===== config.mk =====
export PLATFORM = sky130hd
export DESIGN_NAME = sipo_deser
export DESIGN_NICKNAME = d
export VERILOG_FILES = /design/src/rtl/sipo_deser.sv
export SDC_FILE = /design/constraint.sdc
export NUM_CORES = 1
export LEC_CHECK = 0
export CORE_UTILIZATION = 45
export DETAILED_ROUTE_END_ITERATION = 7
export GPL_ROUTABILITY_DRIVEN = 0
export GPL_TIMING_DRIVEN = 1
export PLACE_DENSITY = 0.8
export SYNTH_ARGS = -nofsm -noshare
export SYNTH_HDL_FRONTEND = slang
export SYNTH_SLANG_ARGS = --single-unit

===== constraint.sdc =====
create_clock -name clk -period 1.9 [get_ports clk]
set_input_delay 0.57 -clock clk [delete_from_list [all_inputs] [get_ports clk]]
set_output_delay 0.57 -clock clk [all_outputs]
set_load 0.02 [all_outputs]

===== src/rtl/sipo_deser.sv =====
// sipo_deser: serial-in parallel-out deserializer with a one-word holding register.
// Latency: start bit at edge N -> valid after edge N+WIDTH (N+WIDTH+1 with SIPO_DESER_PARITY_EN).
// Backpressure: a frame completing while valid && !ready is dropped and overrun is set (sticky).
// Build option: define SIPO_DESER_PARITY_EN to add an even-parity bit after the data bits.
module sipo_deser #(
    parameter int WIDTH = 8
) (
    input  logic             clk,
    input  logic             rst,
    input  logic             d_in,
    input  logic             ready,
    output logic [WIDTH-1:0] data_out,
    output logic             valid,
    output logic             busy,
    output logic             overrun,
    output logic             parity_err
);

    localparam int CW = (WIDTH > 1) ? $clog2(WIDTH) : 1;
    localparam logic [CW-1:0] LAST = CW'(WIDTH - 1);

`ifdef SIPO_DESER_PARITY_EN
    typedef enum logic [1:0] {IDLE, DATA, PARITY} state_t;
`else
    typedef enum logic [1:0] {IDLE, DATA} state_t;
`endif

    state_t           state;
    logic [CW-1:0]    cnt;
    logic [WIDTH-1:0] shreg;
    logic [WIDTH-1:0] shift_nxt;
    logic [WIDTH-1:0] frame;
    logic             done;
    logic             perr;

    // Bits arrive LSB first, so shifting right leaves the first bit in bit 0.
    assign shift_nxt = {d_in, shreg[WIDTH-1:1]};
    assign busy      = (state != IDLE);

    // Decide whether this edge completes a good frame (or fails the parity check).
    always_comb begin
        done  = 1'b0;
        perr  = 1'b0;
        frame = shift_nxt;
`ifdef SIPO_DESER_PARITY_EN
        frame = shreg;
        if (state == PARITY) begin
            done = ~(^{shreg, d_in});
            perr = ^{shreg, d_in};
        end
`else
        perr = 1'b0;
        done = (state == DATA) && (cnt == LAST);
`endif
    end

`ifndef SIPO_DESER_PARITY_EN
    assign parity_err = 1'b0;
`endif

    // Receive FSM plus holding-register handshake; reset overrides everything.
    always_ff @(posedge clk) begin
        if (rst) begin
            state    <= IDLE;
            cnt      <= '0;
            shreg    <= '0;
            data_out <= '0;
            valid    <= 1'b0;
            overrun  <= 1'b0;
`ifdef SIPO_DESER_PARITY_EN
            parity_err <= 1'b0;
`endif
        end else begin
            case (state)
                IDLE: begin
                    cnt <= '0;
                    if (d_in) begin
                        state <= DATA;
                    end
                end
                DATA: begin
                    shreg <= shift_nxt;
                    if (cnt == LAST) begin
                        cnt <= '0;
`ifdef SIPO_DESER_PARITY_EN
                        state <= PARITY;
`else
                        state <= IDLE;
`endif
                    end else begin
                        cnt <= cnt + 1'b1;
                    end
                end
`ifdef SIPO_DESER_PARITY_EN
                PARITY: begin
                    state <= IDLE;
                end
`endif
                default: begin
                    state <= IDLE;
                end
            endcase

`ifdef SIPO_DESER_PARITY_EN
            parity_err <= perr;
`endif

            // A consume on the completion edge frees the register for the new frame.
            if (done) begin
                if (!valid || ready) begin
                    data_out <= frame;
                    valid    <= 1'b1;
                end else begin
                    overrun  <= 1'b1;
                end
            end else if (valid && ready) begin
                valid <= 1'b0;
            end
        end
    end

endmodule


==> results.cfg, run 1 <==
[grt]
grt-ovfl-total = 0
grt_pass1_wl_microns = 2010
grt_max_degree = 26
grt_pass1_vias = 503
antenna_found_initial = 0
grt_util_all_layers_pct = 13.5

[sta]
slew_violations = 0
setup-tns-final_ps = 0
max_freq_ghz = 0.550
skew_ps = 4.82
rsz0062_at_grt = false
final-setup-viol-count = 0
period_share_pct = 95.8
min_period_ps = 1820
hold_ws_ps = 478
finalHoldViolations = 0

[setup_path]
critical-path-slowest-cell = clkdlybuf4s50_1
timing.critical_path.from = data_out[5]
crit_type = reg2out
crit_path_max_incr_delay_ps = 600
cp-start-kind = flop
end_kind = primary output
cp.required_ps = 1330
r2r_start = cnt[0]
path_max_fanout = 2
critPathTopFamily = buffers and inverters
cp_num_buf_inv = 1
cp.arrival_ps = 1250
path_cells = clkdlybuf4s50_1

[clocking]
cts_buffer_depth = 2
cts_sinks = 21
post_cts_resized = 0
cts_buffers = 3
cts_tree = done
cts.clk_slew.worst_paths_ps = 110
clk_latency_ps = 290
postCtsSetupRepairBufs = 0
htree_num_levels = 1
cts_root_buf = clkbuf_4
cts_hold_buf = 0

[floorplanning]
die_x_microns = 45.5
std_cell_rows = 15
dieArea_sq_mm = 0.00207
core_sq_mm = 0.00175
io_pins = 16
floorplan.initialDensity_pct = 48.9
fp.dieH_microns = 45.5

[logic_synthesis]
synth_warnings = 0
synth-seq-cells = 21
syn_inst = 79
synth_area_sq_um = 853
avgSynthCellArea_sq_um = 10.8
synth.distinct_cells = 17
synthesis.nets = 85
yosysSeqAreaShare_pct = 49.3

[route]
ant_nets = 0
dr.pass1.iters = 3
drt-total-wl_microns = 1230
drt-vias-per-instance = 4.70
via_count = 569
drt_drc_violations_left = 0
avgRoutedWirePerCell_microns = 10.1
drt_iter0_markers = 1

[power_and_ir_drop]
peakVddDrop_mv = 0.398
power_leakage_nw = 0.384
powerDensity_mw_per_mm2 = 669

[layout]
layout-drive-gt1-share_pct = 11.5
final_cell_mix = dfxtp_1 (21), nand2b_1 (16), mux2i_1 (15)
final-seq-area_sq_um = 420
multi_input_comb_area_sq_um = 405
area_growth_pct = 22.7
fill_cells = 165
layout_commonest_cell = dfxtp_1
nets = 103
n_antenna_cell = 0
fin_util_pct = 60.0

[hold_path]
worstHoldStart = data_out[2]
worstHoldPathType = reg2reg

[job]
maxCapViolations = 0

[run_status]
outcome = complete, no violations

[placed_design]
hpwlAfterDp_microns = 883
io_buffers = 14
## cells in the mapped netlist
| cell type | n | share of area (%) |
|---|---|---|
| dfxtp_1 | 21 | 49 |
| nand2b_1 | 16 | 12 |
| mux2i_1 | 15 | 18 |
| nor2_1 | 10 | 4.4 |
| buf_4 | 3 | 2.6 |
| and2_1 | 2 | 1.5 |
| ha_1 | 2 | 2.9 |
| a21oi_1 | 1 | 0.59 |
| a31oi_1 | 1 | 0.73 |
| and2b_1 | 1 | 0.88 |
| buf_2 | 1 | 0.59 |
| conb_1 | 1 | 0.44 |
| nand2_2 | 1 | 0.73 |
| nor2_8 | 1 | 2.3 |
| nor2b_4 | 1 | 1.6 |
| nor3b_2 | 1 | 1.5 |
| o21ai_0 | 1 | 0.59 |
## state kept, by name, indices dropped and copies added (netlist names)
register and count:
data_out 8, overrun 1, shreg 7, valid 1, cnt 3, state 1
## cell families (layout without fill, tap and decap cells)
| family | after synthesis | after routing | share of synthesized area [%] |
|---|---|---|---|
| buf+inv | 4 | 21 | 3.23 |
| compound gates | 3 | 3 | 1.91 |
| mux | 15 | 15 | 17.6 |
| simple gates | 33 | 33 | 24.6 |
| fa+ha+maj | 2 | 2 | 2.93 |
| other cells | 1 | 1 | 0.439 |
| flops | 21 | 21 | 49.3 |
## worst paths after layout
check                 to  slack (ps)  cells past startpoint
max          data_out[5]          80                      1
min          data_out[2]         480                      2
max reg2reg  data_out[5]         550                      5
min reg2reg  data_out[2]         480                      2
## worst register-to-register path: cells and delay by family (launching register included)
| family | cells | cell delay (ps) |
|---|---|---|
| muxes | 1 | 230 |
| DFF | 1 | 350 |
| adders and majority gates | 2 | 390 |
| and+or+nand+nor | 2 | 320 |
## per-stage QoR
stage / instances / area, sq um / power (W) / setup WS, ps
6_report: 121 / 1050 / 0.000701 / 80.2
5_1_grt: 121 / 1050 / 0.000735 / 16.9
4_1_cts: 121 / 1050 / 0.000716 / 42.9
3_5_place_dp: 117 / 1020 / 0.000508 / 205
2_1_floorplan: 79 / 853 / 0.000492 / 708
3_3_place_gp: 117 / 1020 / 0.000507 / 280
## routing by layer
| metal | routed length (microns) | track usage [%] | up-vias |
|---|---|---|---|
| li1 | - | - | 291 |
| met1 | 549 | 16.2 | 265 |
| met2 | 632 | 23.4 | 11 |
| met3 | 34 | 2.38 | 2 |
| met4 | 8 | 5.45 | 0 |
| met5 | 0 | 0 | - |
## area by class of cell
type	instances	area share (%)
tap	25	2.99
clock inverter	1	0.478
clock buffer	3	2.15
timing repair buffer	17	15.5
sequential	21	40.1
multi-input combinational	54	38.7
## report_power, final
part           switching, W   total, W  leakage (nW)  internal, W
clock              0.000125   0.000203        0.0177    0.0000782
combinational     0.0000233  0.0000491         0.197    0.0000258
sequential       0.00000291   0.000448         0.170     0.000445
No activity file was read; power rests on OpenSTA's default activity.
==> inputs of run 2 (changes only) <==
Settings changed: ABC_AREA from default to 1.
==> run 2 against run 1 <==
Effect of this change: critical path type unchanged; via count up 19%; combinational power up 49%; worst hold slack worse by 43 ps; sequential power up 4%.
==> results.cfg, run 2 <==
[grt]
grt_max_degree = 19
grt_util_all_layers_pct = 15.6
grt_pass1_vias = 595
grt-ovfl-total = 0
grt_pass1_wl_microns = 2370
antenna_found_initial = 0

[floorplanning]
die_x_microns = 46.5
std_cell_rows = 15
dieArea_sq_mm = 0.00216
fp.dieH_microns = 46.5
io_pins = 16
core_sq_mm = 0.00178
floorplan.initialDensity_pct = 50.0

[layout]
layout_commonest_cell = dfxtp_1
nets = 123
area_growth_pct = 19.2
largest_reg_flops = 8
fill_cells = 157
final-seq-area_sq_um = 420
multi_input_comb_area_sq_um = 344
largestRegisters = data_out x8, shreg x7, cnt x3
n_antenna_cell = 0
fin_area_sq_mm = 0.00106
top_register = data_out
final_cell_mix = dfxtp_1 (21), inv_1 (13), clkdlybuf4s50_1 (10)
layout-drive-gt1-share_pct = 19.0

[logic_synthesis]
synth_top_area_cell = dfxtp_1
ys_top_cells_by_count = dfxtp_1 (21), inv_1 (13), a21oi_1 (9), nand2_1 (9), nor2_1 (9)
avgSynthCellArea_sq_um = 8.73
yosysTopAreaCellShare_pct = 47.2
yosys-top-cells-area = dfxtp_1 (47%), a21oi_2 (7.9%), inv_1 (5.5%)
synth_area_sq_um = 891
synth-seq-cells = 21
yosysSeqAreaShare_pct = 47.2
synth-main-ff-cell = dfxtp_1
synth.distinct_cells = 20
yosysMostFrequentCell = dfxtp_1
syn_inst = 102
synth_edf_count = 0
synth_warnings = 0
async_flop_share_pct = 0
synthesis.nets = 108

[power_and_ir_drop]
peakVddDrop_mv = 0.431
power.total_w = 0.000753
switching_share_pct = 24.8
seq_power_share_pct = 61.8
switchingPower_w = 0.000187
power_leakage_nw = 0.500
pwr-share-comb_pct = 9.7
intPower_w = 0.000566
clockPowerShare_pct = 28.4
powerDensity_mw_per_mm2 = 709

[route]
drt_drc_violations_left = 0
via_count = 676
drt-vias-per-instance = 4.79
avgRoutedWirePerCell_microns = 10.2
ant_nets = 0
dr.pass1.iters = 4
drt_iter0_markers = 12
drt-total-wl_microns = 1450

[clocking]
htree_num_levels = 1
cts_hold_buf = 0
clk_latency_ps = 300
cts_tree = done
cts_sinks = 21
cts_buffer_depth = 2
cts_root_buf = clkbuf_4
cts.clk_slew.worst_paths_ps = 110
cts_buffers = 3

[run_status]
outcome = complete, no violations

[sta]
min_period_ps = 1850
setup-tns-final_ps = 0
slew_violations = 0
skew_ps = 0.591
max_freq_ghz = 0.541
period_share_pct = 97.3
rsz0062_at_grt = false
final-setup-viol-count = 0
finalHoldViolations = 0

[setup_path]
critical-path-slowest-cell = clkdlybuf4s50_1
r2r_start = cnt[0]
crit_type = reg2out
cp.required_ps = 1330
cp_num_buf_inv = 1
timing.critical_path.from = data_out[4]
cp-start-kind = flop
crit_path_max_incr_delay_ps = 610
cp.arrival_ps = 1280
path_max_fanout = 2
critPathTopFamily = buffers and inverters
path_cells = clkdlybuf4s50_1
end_kind = primary output

[job]
maxCapViolations = 0

[hold_path]
worstHoldStart = cnt[0]
worstHoldPathType = reg2reg

[placed_design]
io_buffers = 14
hpwlAfterDp_microns = 1030
postPlaceCellArea_sq_mm = 0.00102
-- run 2: cell count changes in the layout (fill, tap and decap cells not counted), sizes merged, moves of 4 or more --
| cell | before | now |
|---|---|---|
| a21oi | 1 | 17 |
| clkdlybuf4s50 | 14 | 10 |
| dlymetal6s2s | 0 | 4 |
| inv | 0 | 15 |
| mux2i | 15 | 0 |
| nand2 | 1 | 11 |
| nand2b | 16 | 0 |
| nand3 | 0 | 8 |
| o21ai | 1 | 8 |
-- run 2: repair_timing --
| item | CTS | global route |
|---|---|---|
| resized for setup | 0 | 4 |
| setup buffers | 0 | 0 |
| endpoints found under the setup margin | 0 | 4 |
-- run 2: stage by stage --
stage | utilization [%] | std cells | hold WS (ps) | setup WS [ps]
6_report | 59.6 | 141 | 435 | 51.0
5_1_grt | 59.6 | 141 | 461 | 5.16
4_1_cts | 59.0 | 141 | 441 | 3.22
3_5_place_dp | 57.5 | 137 | 422 | 120
3_3_place_gp | 57.5 | 137 | 409 | 139
2_1_floorplan | - | 102 | 399 | 662
-- run 2: worst paths after layout --
path | end | slack [ps] | cells after the start
worst max-delay path | data_out[4] | 50 | 1
worst min-delay path | cnt[0] | 430 | 1
worst max register to register | data_out[4] | 660 | 7
worst min register to register | cnt[0] | 430 | 1
-- run 2: cell families (layout without fill, tap and decap cells) --
family	count (synthesis)	after routing	synth area share (%)
simple gates	32	32	18.0
compound gates	25	25	17.4
flops	21	21	47.2
buf+inv	21	35	14.2
fa+ha+maj	2	2	2.81
other cells	1	1	0.421
-- run 2: area by class of cell --
class / instances / area share [%]
Sequential cell: 21 / 39.6
Multi-Input combinational cell: 60 / 32.4
Timing Repair Buffer: 16 / 16.7
Inverter: 15 / 5.77
Tap cell: 25 / 2.94
Clock buffer: 3 / 2.12
Clock inverter: 1 / 0.471
-- run 2: worst register-to-register path, stage by stage (launching register included) --
cell and delay (ps):
dfxtp_1 350, ha_1 150, ha_1 210, nand2_4 90, inv_6 150, nand3_1 90, nand2_1 80, nor2_1 40
-- run 2: per-layer routing --
metal  global-route usage [%]  up-vias  routed length (microns)
met3                     2.35        4                       46
met2                     24.2       10                      707
met5                        0        -                        0
met4                     12.4        0                       28
li1                         -      355                        -
met1                     19.0      307                      663
-- run 2: power by group through the flow --
stage	sequential (W)	combinational (W)	clock [W]
after floorplan	0.000477	0.0000518	0
after global placement	0.000475	0.0000708	0
after detailed placement	0.000476	0.0000729	0
after CTS	0.000466	0.0000731	0.000223
after global routing	0.000468	0.0000836	0.000239
final	0.000466	0.0000732	0.000214
==> inputs of run 3 (changes only) <==
Settings changed: CORE_ASPECT_RATIO from default to 0.75, GPL_TIMING_DRIVEN 1 to default, MAX_ROUTING_LAYER from default to met4.
==> run 3 against run 2 <==
Effect of this change: core utilization shrank 0.63 points; routed wire length is the same; non-clock buffer count grew 1; design area shrank 0.71%; critical path type unchanged.
==> results.cfg, run 3 (same netlist as run 2, synthesis figures left out) <==
[power_and_ir_drop]
intPower_w = 0.000568
switching_share_pct = 24.1
seq_power_share_pct = 62.4
peakVddDrop_mv = 0.647
switchingPower_w = 0.000180
clockPowerShare_pct = 28.0
pwr-share-comb_pct = 9.6
powerDensity_mw_per_mm2 = 709
power_leakage_nw = 0.516

[sta]
final-setup-viol-count = 0
slew_violations = 0
finalHoldViolations = 0
setup_ws_ps = 57.3
skew_ps = 5.96
setup-tns-final_ps = 0
min_period_ps = 1840
period_share_pct = 97.0
max_freq_ghz = 0.543
rsz0062_at_grt = false

[layout]
stdcell_count = 139
largestRegisters = data_out x8, shreg x7, cnt x3
nets = 124
layout_commonest_cell = dfxtp_1
top_register = data_out
largest_reg_flops = 8
n_antenna_cell = 0
area_growth_pct = 18.4
layout-drive-gt1-share_pct = 18.8
final_cell_mix = dfxtp_1 (21), inv_1 (13)

[grt]
antenna_found_initial = 0
grt_pass1_wl_microns = 2330
grt_pass1_vias = 556
grt-ovfl-total = 0
grt_util_all_layers_pct = 16.3
grt_max_degree = 19

[setup_path]
critPathTopFamily = buffers and inverters
cp-start-kind = flop
end_kind = primary output
cp.required_ps = 1330
cp.arrival_ps = 1270
path_cells = clkdlybuf4s50_1
cp_num_buf_inv = 1
path_max_fanout = 2
crit_type = reg2out
critical-path-slowest-cell = clkdlybuf4s50_1
crit_path_max_incr_delay_ps = 610

[clocking]
cts_sinks = 21
cts_root_buf = clkbuf_4
cts_hold_buf = 0
cts_buffers = 3
clk_latency_ps = 300
cts.clk_slew.worst_paths_ps = 110
cts_buffer_depth = 2
htree_num_levels = 1
cts_tree = done

[route]
ant_nets = 0
avgRoutedWirePerCell_microns = 10.4
drt_drc_violations_left = 0
drt_iter0_markers = 14
via_count = 661
dr.pass1.iters = 4
drt-total-wl_microns = 1450
drt-vias-per-instance = 4.76

[floorplanning]
die_x_microns = 53.4
fp.dieH_microns = 40.5
floorplan.initialDensity_pct = 49.8
dieArea_sq_mm = 0.00216
io_pins = 16
core_sq_mm = 0.00179
std_cell_rows = 13

[hold_path]
worstHoldPathType = reg2reg

[run_status]
outcome = complete, no violations

[placed_design]
hpwlAfterDp_microns = 1040
pre_cts_ws_ps = 133
io_buffers = 14
dp.cells = 135

[job]
maxCapViolations = 0
-- run 3: cell types whose count changed in the layout (fill, tap and decap cells not counted), sizes merged --
cell	previous run	this run
clkbuf	3	4
dlymetal6s2s	4	5
clkdlybuf4s50	10	9
clkinv	1	0
buf	2	3
-- run 3: what timing repair did --
action                                  CTS  global route
hold endpoints to repair                  0             0
setup buffers                             0             0
gates resized for setup                   0             5
endpoints found under the setup margin    0             5
-- run 3: final timing paths --
| path | startpoint | to | slack [ps] | cells after the start |
|---|---|---|---|---|
| max | data_out[7] | data_out[7] | 60 | 1 |
| min reg2reg | cnt[0] | cnt[0] | 440 | 1 |
| max reg2reg | cnt[0] | data_out[2] | 640 | 7 |
| min | cnt[0] | cnt[0] | 440 | 1 |
-- run 3: layout make-up --
class,instances,area (sq um)
Inverter,15,61.3
Clock buffer,4,26.3
Tap cell,22,27.5
Fill cell,151,734
Timing Repair Buffer,17,175
Sequential cell,21,420
Multi-Input combinational cell,60,344
-- run 3: per-layer routing --
layer | vias to the layer above | routed length (microns) | track usage [%]
li1 | 356 | - | -
met1 | 290 | 710 | 18.4
met2 | 13 | 652 | 25.3
met3 | 2 | 70 | 7.95
met4 | 0 | 11 | 5.92
met5 | - | 0 | -
-- run 3: metrics by stage --
stage	power (W)	hold slack, ps	cell area, sq um	util [%]
after floorplan	0.000529	399	891	-
after global placement	0.000544	406	1020	56.8
after detailed placement	0.000547	422	1020	56.8
after CTS	0.000756	437	1040	58.3
after global routing	0.000788	464	1050	59.0
final	0.000748	441	1050	59.0
-- run 3: power by group through the flow --
stage	Combinational (W)	Sequential (W)	Clock (W)
after floorplan	0.0000518	0.000477	0
after global placement	0.0000689	0.000475	0
final	0.0000717	0.000466	0.000210
after CTS	0.0000715	0.000466	0.000218
after detailed placement	0.0000710	0.000476	0
after global routing	0.0000798	0.000469	0.000240
